### src/rtl/pps_timebase_if.sv
// PPS timebase bundle: the qualified PPS strobe in, disciplined time and status out.
// The master modport is the timebase itself; the slave modport is the PPS source and consumers.
interface pps_timebase_if #(
    parameter int unsigned CNT_W = 32,
    parameter int unsigned SEC_W = 32
);
    logic             pps_valid;
    logic             sec_tick;
    logic [SEC_W-1:0] sec_count;
    logic [CNT_W-1:0] subsec_count;
    logic [CNT_W-1:0] period;
    logic             period_valid;
    logic             locked;
    logic             holdover;
    logic             pps_error;
    logic             pps_missing;

    modport master (
        input  pps_valid,
        output sec_tick,
        output sec_count,
        output subsec_count,
        output period,
        output period_valid,
        output locked,
        output holdover,
        output pps_error,
        output pps_missing
    );

    modport slave (
        output pps_valid,
        input  sec_tick,
        input  sec_count,
        input  subsec_count,
        input  period,
        input  period_valid,
        input  locked,
        input  holdover,
        input  pps_error,
        input  pps_missing
    );
endinterface

### src/rtl/pps_timebase.sv
// PPS-disciplined timebase: measures PPS period, locks after consecutive good periods,
// and keeps seconds/sub-second counters, free-running in holdover when PPS disappears.
module pps_timebase #(
    parameter int unsigned CLK_FREQ     = 100000000,
    parameter int unsigned TOL          = 1000,
    parameter int unsigned LOCK_COUNT   = 3,
    parameter int unsigned HOLDOVER_SEC = 10,
    parameter int unsigned CNT_W        = 32,
    parameter int unsigned SEC_W        = 32
) (
    input logic            clk,
    input logic            rst_n,
    pps_timebase_if.master pps_if
);
    localparam int unsigned GoodW = $clog2(LOCK_COUNT + 1);
    localparam int unsigned HoldW = $clog2(HOLDOVER_SEC + 1);

    localparam logic [CNT_W-1:0] PerMin    = CNT_W'(CLK_FREQ - TOL);
    localparam logic [CNT_W-1:0] PerMax    = CNT_W'(CLK_FREQ + TOL);
    localparam logic [CNT_W-1:0] SecLast   = CNT_W'(CLK_FREQ - 1);
    localparam logic [CNT_W-1:0] HoldPhase = CNT_W'(TOL + 1);
    localparam logic [GoodW-1:0] GoodLock  = GoodW'(LOCK_COUNT);
    localparam logic [HoldW-1:0] HoldLast  = HoldW'(HOLDOVER_SEC);

    typedef enum logic [1:0] {StIdle, StAcq, StLocked, StHoldover} state_e;

    state_e           state_q, state_d;
    logic [CNT_W-1:0] cnt_q, cnt_d;
    logic [CNT_W-1:0] period_q, period_d;
    logic [GoodW-1:0] good_q, good_d;
    logic [HoldW-1:0] hold_q, hold_d;
    logic [SEC_W-1:0] sec_count_q, sec_count_d;
    logic             sec_tick_q, sec_tick_d;
    logic             period_valid_q, period_valid_d;
    logic             pps_error_q, pps_error_d;
    logic             pps_missing_q, pps_missing_d;
    logic             locked_q, locked_d;
    logic             holdover_q, holdover_d;

    logic [CNT_W-1:0] meas;
    logic [GoodW-1:0] good_inc;
    logic             pps, meas_good, timeout;

    assign pps       = pps_if.pps_valid;
    assign meas      = cnt_q + CNT_W'(1);
    assign meas_good = (meas >= PerMin) && (meas <= PerMax);
    assign timeout   = (cnt_q == PerMax);
    assign good_inc  = good_q + GoodW'(1);

    always_comb begin
        state_d        = state_q;
        cnt_d          = cnt_q;
        period_d       = period_q;
        good_d         = good_q;
        hold_d         = hold_q;
        sec_tick_d     = 1'b0;
        period_valid_d = 1'b0;
        pps_error_d    = 1'b0;
        pps_missing_d  = 1'b0;

        unique case (state_q)
            StIdle: begin
                cnt_d = '0;
                if (pps) begin
                    state_d = StAcq;
                    good_d  = '0;
                end
            end
            StAcq: begin
                cnt_d = cnt_q + CNT_W'(1);
                if (pps) begin
                    period_d       = meas;
                    period_valid_d = 1'b1;
                    cnt_d          = '0;
                    if (meas_good) begin
                        good_d = good_inc;
                        if (good_inc == GoodLock) begin
                            state_d    = StLocked;
                            sec_tick_d = 1'b1;
                        end
                    end else begin
                        pps_error_d = 1'b1;
                        good_d      = '0;
                    end
                end else if (timeout) begin
                    pps_missing_d = 1'b1;
                    state_d       = StIdle;
                    cnt_d         = '0;
                    good_d        = '0;
                end
            end
            StLocked: begin
                cnt_d = cnt_q + CNT_W'(1);
                if (pps) begin
                    period_d       = meas;
                    period_valid_d = 1'b1;
                    cnt_d          = '0;
                    if (meas_good) begin
                        sec_tick_d = 1'b1;
                    end else begin
                        pps_error_d = 1'b1;
                        state_d     = StAcq;
                        good_d      = '0;
                    end
                end else if (timeout) begin
                    // The missed second is still ticked; cnt keeps the nominal phase.
                    pps_missing_d = 1'b1;
                    sec_tick_d    = 1'b1;
                    hold_d        = HoldW'(1);
                    cnt_d         = HoldPhase;
                    state_d       = StHoldover;
                end
            end
            StHoldover: begin
                if (pps) begin
                    state_d = StAcq;
                    cnt_d   = '0;
                    good_d  = '0;
                    hold_d  = '0;
                end else if (cnt_q == SecLast) begin
                    cnt_d = '0;
                    if (hold_q == HoldLast) begin
                        state_d = StIdle;
                        hold_d  = '0;
                    end else begin
                        sec_tick_d = 1'b1;
                        hold_d     = hold_q + HoldW'(1);
                    end
                end else begin
                    cnt_d = cnt_q + CNT_W'(1);
                end
            end
            default: begin
                state_d = StIdle;
                cnt_d   = '0;
            end
        endcase

        sec_count_d = sec_count_q + SEC_W'(sec_tick_d);
        locked_d    = (state_d == StLocked);
        holdover_d  = (state_d == StHoldover);
    end

    always_ff @(posedge clk or negedge rst_n) begin
        if (!rst_n) begin
            state_q        <= StIdle;
            cnt_q          <= '0;
            period_q       <= '0;
            good_q         <= '0;
            hold_q         <= '0;
            sec_count_q    <= '0;
            sec_tick_q     <= 1'b0;
            period_valid_q <= 1'b0;
            pps_error_q    <= 1'b0;
            pps_missing_q  <= 1'b0;
            locked_q       <= 1'b0;
            holdover_q     <= 1'b0;
        end else begin
            state_q        <= state_d;
            cnt_q          <= cnt_d;
            period_q       <= period_d;
            good_q         <= good_d;
            hold_q         <= hold_d;
            sec_count_q    <= sec_count_d;
            sec_tick_q     <= sec_tick_d;
            period_valid_q <= period_valid_d;
            pps_error_q    <= pps_error_d;
            pps_missing_q  <= pps_missing_d;
            locked_q       <= locked_d;
            holdover_q     <= holdover_d;
        end
    end

    assign pps_if.sec_tick     = sec_tick_q;
    assign pps_if.sec_count    = sec_count_q;
    assign pps_if.subsec_count = cnt_q;
    assign pps_if.period       = period_q;
    assign pps_if.period_valid = period_valid_q;
    assign pps_if.locked       = locked_q;
    assign pps_if.holdover     = holdover_q;
    assign pps_if.pps_error    = pps_error_q;
    assign pps_if.pps_missing  = pps_missing_q;

endmodule
### src/flat_wrapper.sv
// flat-port wrapper written by rule: the top's interface ports become plain ports
module pps_timebase_flat 
#(
    parameter int unsigned CLK_FREQ     = 100000000,
    parameter int unsigned TOL          = 1000,
    parameter int unsigned LOCK_COUNT   = 3,
    parameter int unsigned HOLDOVER_SEC = 10,
    parameter int unsigned CNT_W        = 32,
    parameter int unsigned SEC_W        = 32
)
  (clk, rst_n, pps_if_pps_valid, pps_if_sec_tick, pps_if_sec_count, pps_if_subsec_count, pps_if_period, pps_if_period_valid, pps_if_locked, pps_if_holdover, pps_if_pps_error, pps_if_pps_missing);
  pps_timebase_if #(.CNT_W(CNT_W), .SEC_W(SEC_W)) pps_if_i ();
  input logic clk;
  input logic rst_n;
  input wire logic [$bits(pps_if_i.pps_valid)-1:0] pps_if_pps_valid;
  output wire logic [$bits(pps_if_i.sec_tick)-1:0] pps_if_sec_tick;
  output wire logic [$bits(pps_if_i.sec_count)-1:0] pps_if_sec_count;
  output wire logic [$bits(pps_if_i.subsec_count)-1:0] pps_if_subsec_count;
  output wire logic [$bits(pps_if_i.period)-1:0] pps_if_period;
  output wire logic [$bits(pps_if_i.period_valid)-1:0] pps_if_period_valid;
  output wire logic [$bits(pps_if_i.locked)-1:0] pps_if_locked;
  output wire logic [$bits(pps_if_i.holdover)-1:0] pps_if_holdover;
  output wire logic [$bits(pps_if_i.pps_error)-1:0] pps_if_pps_error;
  output wire logic [$bits(pps_if_i.pps_missing)-1:0] pps_if_pps_missing;
  assign pps_if_i.pps_valid = pps_if_pps_valid;
  assign pps_if_sec_tick = pps_if_i.sec_tick;
  assign pps_if_sec_count = pps_if_i.sec_count;
  assign pps_if_subsec_count = pps_if_i.subsec_count;
  assign pps_if_period = pps_if_i.period;
  assign pps_if_period_valid = pps_if_i.period_valid;
  assign pps_if_locked = pps_if_i.locked;
  assign pps_if_holdover = pps_if_i.holdover;
  assign pps_if_pps_error = pps_if_i.pps_error;
  assign pps_if_pps_missing = pps_if_i.pps_missing;
  pps_timebase #(.CLK_FREQ(CLK_FREQ), .TOL(TOL), .LOCK_COUNT(LOCK_COUNT), .HOLDOVER_SEC(HOLDOVER_SEC), .CNT_W(CNT_W), .SEC_W(SEC_W)) u_core (.clk(clk), .rst_n(rst_n), .pps_if(pps_if_i));
endmodule
### config.mk
export PLATFORM = sky130hd
export DESIGN_NAME = pps_timebase_flat
export DESIGN_NICKNAME = d
export VERILOG_FILES = /design/src/rtl/pps_timebase_if.sv /design/src/rtl/pps_timebase.sv /design/src/flat_wrapper.sv
export SDC_FILE = /design/constraint.sdc
export NUM_CORES = 1
export LEC_CHECK = 0
export ABC_CLOCK_PERIOD_IN_PS = 12080
export BUFFER_PORTS_ARGS = -buffer_cell sky130_fd_sc_hd__buf_4
export CORE_MARGIN = 5
export CORE_UTILIZATION = 30
export CTS_CLUSTER_SIZE = 30
export DETAILED_ROUTE_END_ITERATION = 6
export SLEW_MARGIN = 10
export SYNTH_ARGS = -nofsm -noshare
export SYNTH_HDL_FRONTEND = slang
export SYNTH_SLANG_ARGS = --single-unit
### constraint.sdc
create_clock -name clk -period 12.08 [get_ports clk]
set_clock_uncertainty 0.15 [all_clocks]
set_input_delay 1.812 -clock clk [delete_from_list [all_inputs] [get_ports clk]]
set_output_delay 1.812 -clock clk [all_outputs]
set_load 0.005 [all_outputs]
; ---- Word level (Yosys, flattened, before mapping)
; Cells that the tools add are included.
[totals]
out_inout_bits = 102
inputBits = 3
elab_cells = 91
register_bits = 110
[classes]
eq_ne = 16
n_addsub = 4
n_mux = 49
order_cmp = 2
reduce_logical = 8
[ops]
columns = cell, n
row1 = two-way mux 32 bit, 6
row2 = one-hot mux 32 bit (4 select lines), 1
row3 = "equality test 32 x 27 -> 1 bit, second input constant", 2
row4 = two-way mux 2 bit, 17
row5 = adder 32 x 1 -> 32 bit, 1
row6 = "adder 32 x 1 -> 32 bit, second input constant", 1
row7 = "greater-or-equal comparator 32 x 27 -> 1 bit, second input constant", 1
row8 = "less-or-equal comparator 32 x 27 -> 1 bit, second input constant", 1
row9 = two-way mux 4 bit, 5
row10 = two-way mux 1 bit, 16
row11 = "equality test 2 bit, second input constant", 5
row12 = one-hot mux 2 bit (4 select lines), 1
row13 = one-hot mux 4 bit (2 select lines), 1
row14 = AND reduction 4 bit, 2
row15 = "inequality test 2 bit, second input constant", 3
row16 = "inequality test 3 x 2 -> 1 bit, second input constant", 2
row17 = one-hot mux 2 bit (3 select lines), 1
row18 = "adder 4 x 1 -> 4 bit, second input constant", 1
row19 = "equality test 4 bit, second input constant", 1
row20 = "inequality test 2 x 1 -> 1 bit, second input constant", 2
row21 = OR reduction 2 bit, 2
row22 = one-hot mux 1 bit (3 select lines), 1
row23 = "adder 2 x 1 -> 2 bit, second input constant", 1
row24 = "equality test 2 x 1 -> 1 bit, second input constant", 1
row25 = 4 further kinds, 4

; ---- Longest topological paths before layout
; Gate-level depths: netlist (run 1).
[logic_depth]
ltp_word = 7
ltp_mapped = 18
depth_no_buf = 17

; ---- Worst setup path after synthesis (run 1)
; No wires, ideal clock.
[synth_path]
path_kind = register -> register
startpoint = register u_core.cnt_q[4], in the netlist u_core.pps_if.subsec_count[4]
endpoint = register u_core.sec_count_q[28], in the netlist u_core.pps_if.sec_count[28]
path_buffers = 2
required_ns = 11.851
stages_incl_launch_ff = 18
synth_period_minus_slack_ns = 4.655
t_arrival_ns = 4.426
setup_time_ns = 0.079
slack_ns = 7.425
path_cell_list = dfrtp_1 -> buf_6 -> nand4_2 -> buf_6 -> or4_4 -> or4_4 -> a211oi_2 -> or3b_1 -> nor4b_1 -> nand4b_1 -> a31oi_1 -> ha_1 -> ha_1 -> nand2_1 -> nor3_1 -> nand3_1 -> nor3_1 -> xor2_1
[synth_between]
elab_chain_cells = 7
word_cells_on_any_way = 15
classes_between = add/sub (2) / order compare (2) / eq/ne (2) / mux (8) / reduce/logical (1)
[synth_rtl]
columns = element, line_no
row1 = from (decl), pps_timebase.sv:28  ; logic [CNT_W-1:0] cnt_q, cnt_d;
row2 = from (signal assigned), pps_timebase.sv:160  ; cnt_q <= cnt_d;
row3 = adder 32 x 1 -> 32 bit, pps_timebase.sv:45  ; assign meas = cnt_q + CNT_W'(1);
row4 = greater-or-equal comparator 32 x 27 -> 1 bit or less-or-equal comparator 32 x 27 -> 1 bit (tied branches), pps_timebase.sv:46  ; assign meas_good = (meas >= PerMin) && (meas <= PerMax);
row5 = logical AND 1 bit, pps_timebase.sv:46
row6 = "two-way mux 1 bit, on equally long branches", "pps_timebase.sv:98, pps_timebase.sv:75"
row7 = "two-way mux 1 bit, on equally long branches", "pps_timebase.sv:94, pps_timebase.sv:71"
row8 = one-hot mux 1 bit (3 select lines) (*), pps_timebase.sv:61  ; unique case (state_q)
row9 = net u_core.sec_tick_d, pps_timebase.sv:33  ; logic sec_tick_q, sec_tick_d;
row10 = adder 32 x 1 -> 32 bit (*), pps_timebase.sv:139  ; sec_count_d = sec_count_q + SEC_W'(sec_tick_d);
row11 = net u_core.sec_count_d[28], pps_timebase.sv:32  ; logic [SEC_W-1:0] sec_count_q, sec_count_d;
row12 = to (signal assigned), pps_timebase.sv:164  ; sec_count_q <= sec_count_d;
row13 = to (decl), pps_timebase.sv:32
; The timed path passes the listed nets; every way through them passes the cells marked *.
; A chain may end at the register's enable or synchronous reset.

; ---- Final worst setup path (run 1)
[layout_path]
startpoint = register u_core.cnt_q[6], in the netlist u_core.pps_if.subsec_count[6]
endpoint = register u_core.sec_count_q[28], in the netlist u_core.pps_if.sec_count[28]
; The elaborated chain is that of the path after synthesis.

==> results.json, run 1 <==
{
  "syn-num-nets": 598,
  "ioPinCount": 105,
  "seq_area_frac_synth_pct": 49.22,
  "htreeDepth": 3,
  "setup_violations": 0,
  "syn_area_per_cell_um2": 9.577,
  "antenna_found_initial": 0,
  "fp.dieW_um": 146.5,
  "cts-buffers-inserted": 9,
  "grt_max_degree": 69,
  "slowest_stage": "or4_4",
  "finalHoldViolCount": 0,
  "status": "finished, final reports clean",
  "cts_root_buffer": "clkbuf_16",
  "syn_to_final_growth_pct": 22.26,
  "die_h_um": 146.5,
  "clk_pin_slew_worst_paths_ns": 0.07,
  "required_ns": 12.21,
  "dp_slack_ns": 6.564,
  "synth_top_area_cell": "dfrtp_1",
  "final-max-slew-violation-count": 0,
  "via_count": 4536,
  "ant_nets": 0,
  "crit_chain": "nand4_2, or4_4, or4_4, a211oi_2, or3b_1, nor4b_1, nand4b_1, a31oi_1, ha_1, ha_1, nand2_1, nor3_1, nand3_1, nor3_1, xor2_1",
  "ctsResizeCount": 0,
  "clock.fmax_ghz": 0.1825,
  "fin_nets": 688,
  "async_reset_ff_share_pct": 100.0,
  "power.density_nw_per_um2": 99.36,
  "cpPeakStageDelay_ns": 0.67,
  "relSlewSlack_pct": 32.04,
  "synth_area_um2": 5593,
  "p_leak_nw": 3.060,
  "setup_tns_ns": 0,
  "power.total_mw": 0.6794,
  "cap_violations": 0,
  "core_area_um2": 18520,
  "grt_pass1_vias": 4396,
  "postCtsHoldBufs": 0,
  "synth_top_area_share_pct": 49.22,
  "crit_family": "simple AND/OR/NAND/NOR gates",
  "gp_congestion": 0.9174,
  "cp_max_fo": 12,
  "drive_gt1_share_pct": 20.32,
  "final_common_cell": "dfrtp_1",
  "start_kind": "flop",
  "cts_sinks": 110,
  "synthTopCellsByArea": "dfrtp_1 (49%), xnor2_1 (6.9%), nand2_1 (4.5%)",
  "ys.flop_type": "dfrtp_1",
  "synth.ff_latch_count": 110,
  "final_cell_mix": "dfrtp_1 (110), buf_4 (107), nand2_1 (66)",
  "synth-edff-count": 0,
  "vias_per_cell": 4.968,
  "drtIter0Drc": 338,
  "post_cts_buffers": 0,
  "drt-pass1-iter-count": 5,
  "grt_pass1_wl_mm": 24.08,
  "rsz0062_at_grt": "no",
  "n_antenna_cell": 0,
  "endpoint_kind": "flop",
  "dp_hpwl_mm": 11.14,
  "synth_cells": 584,
  "ys_types": 67,
  "fin_crit_sh_pct": 45.37,
  "io_buffers": 104,
  "vdd_drop_max_mv": 0.05537,
  "grt_overflow": 0,
  "crit_arrival_ns": 5.61,
  "track_usage_pct": 13.74,
  "cts_tree": "yes",
  "tightest_slew_ns": 1.016,
  "die_area_um2": 21470,
  "ys.warnings.count": 0,
  "crit_type": "flop to flop",
  "ctsLongestPathBuffers": 2,
  "drc": 0,
  "drt-total-wl_mm": 14.86,
  "clock_latency_ns": 0.35,
  "min_period_ns": 5.480,
  "min_path_type": "flop to flop",
  "num_rows": 50,
  "crit_buf_inv": 0,
  "start_util_pct": 30.20,
  "fin_ws_ns": 6.600,
  "wl_per_cell_um": 16.27
}
==> state kept, by name (all words and copies together), names as in the netlist, 2 cells and up <==
register	cells
u_core.good_q	2
u_core.hold_q	4
u_core.pps_if.period	32
u_core.pps_if.sec_count	32
u_core.pps_if.subsec_count	32
u_core.state_q	2
==> final timing paths <==
kind                       depth (start not counted)  slack [ns]                                  endpoint                                     from
min                                                1        0.33     u_core.pps_if.sec_count[31]$_DFF_PN0_    u_core.pps_if.sec_count[31]$_DFF_PN0_
min in group asynchronous                          1        1.30     u_core.pps_if.sec_count[14]$_DFF_PN0_                                    rst_n
max reg2reg                                       15        6.60     u_core.pps_if.sec_count[28]$_DFF_PN0_  u_core.pps_if.subsec_count[6]$_DFF_PN0_
max in group asynchronous                          2        9.24  u_core.pps_if.subsec_count[24]$_DFF_PN0_                                    rst_n
max                                               15        6.60     u_core.pps_if.sec_count[28]$_DFF_PN0_  u_core.pps_if.subsec_count[6]$_DFF_PN0_
min reg2reg                                        1        0.33     u_core.pps_if.sec_count[31]$_DFF_PN0_    u_core.pps_if.sec_count[31]$_DFF_PN0_
==> cell usage after synthesis (all sizes together) (3+ instances only) <==
cell type / count
xnor2: 44
nand3: 28
and4: 3
nand4b: 5
o31ai: 6
nor4b: 7
buf: 9
a21oi: 12
nand2: 68
a211oi: 4
or3: 3
and2: 9
inv: 20
nand4: 18
o41ai: 4
nor2: 64
dfrtp: 110
xor2: 16
clkbuf: 19
and3: 8
o21a: 3
or4: 8
nor3: 17
ha: 11
nor4: 9
o21ai: 42
==> cell families (layout without fill, tap and decap cells) <==
logic type               Yosys count  after routing  synth area share (%)
AND/OR/NAND/NOR                  260            260                 24.34
AO/OA/AOI/OAI                     93             93                 10.54
adder cells (fa/ha/maj)           11             11                 2.461
XOR/XNOR                          60             60                 9.396
multiplexers                       2              2                0.3803
buffers and inverters             48            143                 3.669
flip-flops                       110            110                 49.22
==> power by group <==
part / internal [mW] / total, mW / switching, mW
registers: 0.370 / 0.373 / 0.00283
logic: 0.00624 / 0.0237 / 0.0174
clock network: 0.145 / 0.283 / 0.138
==> metrics by stage <==
stage / utilization (%) / hold WS (ns) / cells / instance area [um^2]
after floorplan: - / 0.3147 / 584 / 5593
after detailed placement: 35.43 / 0.3163 / 897 / 6561
after CTS: 36.93 / 0.3257 / 913 / 6838
final: 36.93 / 0.3283 / 913 / 6838
after global placement: 35.43 / 0.3119 / 897 / 6561
after global routing: 36.93 / 0.3289 / 913 / 6838
==> layout make-up <==
class	instances	area (um^2)
clock buffer	10	239.0
tap	234	292.8
fill	1870	11680
clock inverter	6	37.54
sequential	110	2753
inverter	20	75.07
multi-input combinational	426	2638
timing repair buffer	107	803.3
==> layer usage <==
metal / global-route usage (%) / wire length [um]
met1: 19.17 / 7180
met2: 20.86 / 6596
met3: 3.724 / 785
met4: 4.233 / 297
met5: 0 / 0
Power figures use the tool's default switching activity.
==> run 2, diff against run 1 <==
--- a/config.mk
+++ b/config.mk
@@ -5,7 +5,7 @@
 export SDC_FILE = /design/constraint.sdc
 export NUM_CORES = 1
 export LEC_CHECK = 0
-export ABC_CLOCK_PERIOD_IN_PS = 12080
+export ABC_CLOCK_PERIOD_IN_PS = 5470
 export BUFFER_PORTS_ARGS = -buffer_cell sky130_fd_sc_hd__buf_4
 export CORE_MARGIN = 5
 export CORE_UTILIZATION = 30
==> constraint.sdc (replaced) <==
create_clock -name clk -period 5.47 [get_ports clk]
set_clock_uncertainty 0.15 [all_clocks]
set_input_delay 0.8205 -clock clk [delete_from_list [all_inputs] [get_ports clk]]
set_output_delay 0.8205 -clock clk [all_outputs]
set_load 0.005 [all_outputs]
==> run 2 against run 1 <==
Against the previous run: fmax rose by 11%; die area did not move; critical path depth did not move; utilization rose by 0.69 points; non-clock buffer count rose by 12; largest power group unchanged; highest routed layer unchanged.
==> results.json, run 2 (synthesized netlist as in run 1, its figures left out) <==
{
  "status": "finished, final reports clean",
  "final-max-slew-violation-count": 0,
  "drt-pass1-iter-count": 4,
  "crit_type": "flop to flop",
  "setup_tns_ns": 0,
  "via_count": 4578,
  "p_leak_nw": 3.125,
  "start_kind": "flop",
  "cts-buffers-inserted": 9,
  "setup_violations": 0,
  "wl_per_cell_um": 16.07,
  "die_h_um": 146.5,
  "required_ns": 5.60,
  "drtIter0Drc": 248,
  "finalInstanceArea_um2": 6965,
  "rsz0062_at_grt": "no",
  "power.density_nw_per_um2": 222.1,
  "crit_start": "u_core.pps_if.subsec_count[8]$_DFF_PN0_",
  "fin_util_pct": 37.61,
  "grt_pass1_vias": 4432,
  "vdd_drop_max_mv": 0.1306,
  "postCtsHoldBufs": 0,
  "min_period_ns": 4.921,
  "grt_max_degree": 67,
  "cpPeakStageDelay_ns": 0.62,
  "drc": 0,
  "endpoint_kind": "flop",
  "drt-total-wl_mm": 14.86,
  "htreeDepth": 3,
  "drive_gt1_share_pct": 22.00,
  "dpl.cell_count": 909,
  "place_area_um2": 6651,
  "holdPathStages": 1,
  "die_area_um2": 21470,
  "track_usage_pct": 14.02,
  "min_path_type": "flop to flop",
  "io_buffers": 104,
  "cp-endpoint": "u_core.pps_if.sec_count[28]$_DFF_PN0_",
  "cts_sinks": 110,
  "final_cell_mix": "buf_4 (119), dfrtp_1 (110), nand2_1 (66)",
  "r2r_start": "u_core.pps_if.subsec_count[8]$_DFF_PN0_",
  "r2r-end": "u_core.pps_if.sec_count[28]$_DFF_PN0_",
  "clk_pin_slew_worst_paths_ns": 0.07,
  "antenna_found_initial": 0,
  "cap_violations": 0,
  "relSlewSlack_pct": 23.99,
  "final_cells": 925,
  "syn_to_final_growth_pct": 24.54,
  "fp.dieW_um": 146.5,
  "rr_worst_depth": 15,
  "tightest_slew_ns": 1.133,
  "fin_nets": 700,
  "clock.fmax_ghz": 0.2032,
  "ant_nets": 0,
  "grt_overflow": 0,
  "gp_congestion": 0.9129,
  "crit_arrival_ns": 5.05,
  "start_util_pct": 30.20,
  "clock_latency_ns": 0.35,
  "n_antenna_cell": 0,
  "cts_tree": "yes",
  "num_rows": 50,
  "finalHoldViolCount": 0,
  "cts_root_buffer": "clkbuf_16",
  "grt_pass1_wl_mm": 24.35,
  "slowest_stage": "or4_4",
  "core_area_um2": 18520,
  "vias_per_cell": 4.949,
  "cp_max_fo": 7,
  "crit_chain": "nand4_1, or4_4, or4_4, a211oi_2, or3b_1, nor4b_1, nand4b_1, a31oi_2, ha_1, ha_1, nand2_1, nor3_2, nand3_1, nor3_1, xor2_1",
  "final_common_cell": "buf_4",
  "ioPinCount": 105,
  "dp_hpwl_mm": 11.23,
  "ctsLongestPathBuffers": 2,
  "rrSetupSlack_ns": 0.55,
  "fin_crit_sh_pct": 89.96
}
[run 2: cell count changes in the layout (fill, tap and decap cells not counted), sizes merged]
cell and delta:
clkinv -3, bufinv +1, inv +1, clkbuf +1, buf +12
[run 2: worst max-delay path, delay by kind of cell, from the launching register on]
| kind | cells | cell delay, ns |
|---|---|---|
| flip-flops | 1 | 0.47 |
| AND/OR/NAND/NOR | 10 | 3.11 |
| AO/OA/AOI/OAI | 2 | 0.45 |
| adder cells (fa/ha/maj) | 2 | 0.50 |
| XOR/XNOR | 1 | 0.16 |
[run 2: power by group]
group          switching [mW]  internal (mW)
Clock                   0.300          0.369
Combinational          0.0398         0.0144
Sequential            0.00527          0.818
[run 2: how the worst min path moves through the flow]
| stage | startpoint | to | slack, ns |
|---|---|---|---|
| after global routing | u_core.pps_if.sec_count[31]$_DFF_PN0_ | u_core.pps_if.sec_count[31]$_DFF_PN0_ | 0.34 |
| after detailed placement | u_core.pps_if.sec_count[31]$_DFF_PN0_ | u_core.pps_if.sec_count[31]$_DFF_PN0_ | 0.31 |
| after CTS | u_core.pps_if.sec_count[31]$_DFF_PN0_ | u_core.pps_if.sec_count[31]$_DFF_PN0_ | 0.32 |
| after floorplan | u_core.pps_if.sec_count[31]$_DFF_PN0_ | u_core.pps_if.sec_count[31]$_DFF_PN0_ | 0.31 |
| final | u_core.pps_if.sec_count[31]$_DFF_PN0_ | u_core.pps_if.sec_count[31]$_DFF_PN0_ | 0.32 |
| after global placement | u_core.pps_if.sec_count[31]$_DFF_PN0_ | u_core.pps_if.sec_count[31]$_DFF_PN0_ | 0.31 |
[run 2: per-stage QoR]
step / setup WS, ns / hold slack, ns / total power, mW
after floorplan: 0.8145 / 0.3147 / 0.8598
after global placement: 0.4517 / 0.3092 / 0.8959
after detailed placement: 0.3361 / 0.3111 / 0.8961
after CTS: 0.3162 / 0.3227 / 1.565
after global routing: 0.08209 / 0.3374 / 1.607
final: 0.5489 / 0.3238 / 1.547
[run 2: timing repair]
| item | 4_1_cts | 5_1_grt |
|---|---|---|
| setup endpoints to repair | 0 | 3 |
| setup buffers | 0 | 0 |
| gates resized for setup | 0 | 3 |
[run 2: area by class of cell]
type | count | area [um^2]
Clock buffer | 11 | 242.7
Clock inverter | 5 | 57.56
Fill cell | 1866 | 11550
Inverter | 20 | 75.07
Multi-Input combinational cell | 426 | 2651
Sequential cell | 110 | 2753
Tap cell | 234 | 292.8
Timing Repair Buffer | 119 | 893.4
[run 2: per-layer routing]
metal / routed length (um) / track usage [%]
met4: 171 / 2.634
met2: 6693 / 21.74
met5: 0 / 0
met1: 7049 / 19.72
met3: 949 / 4.066
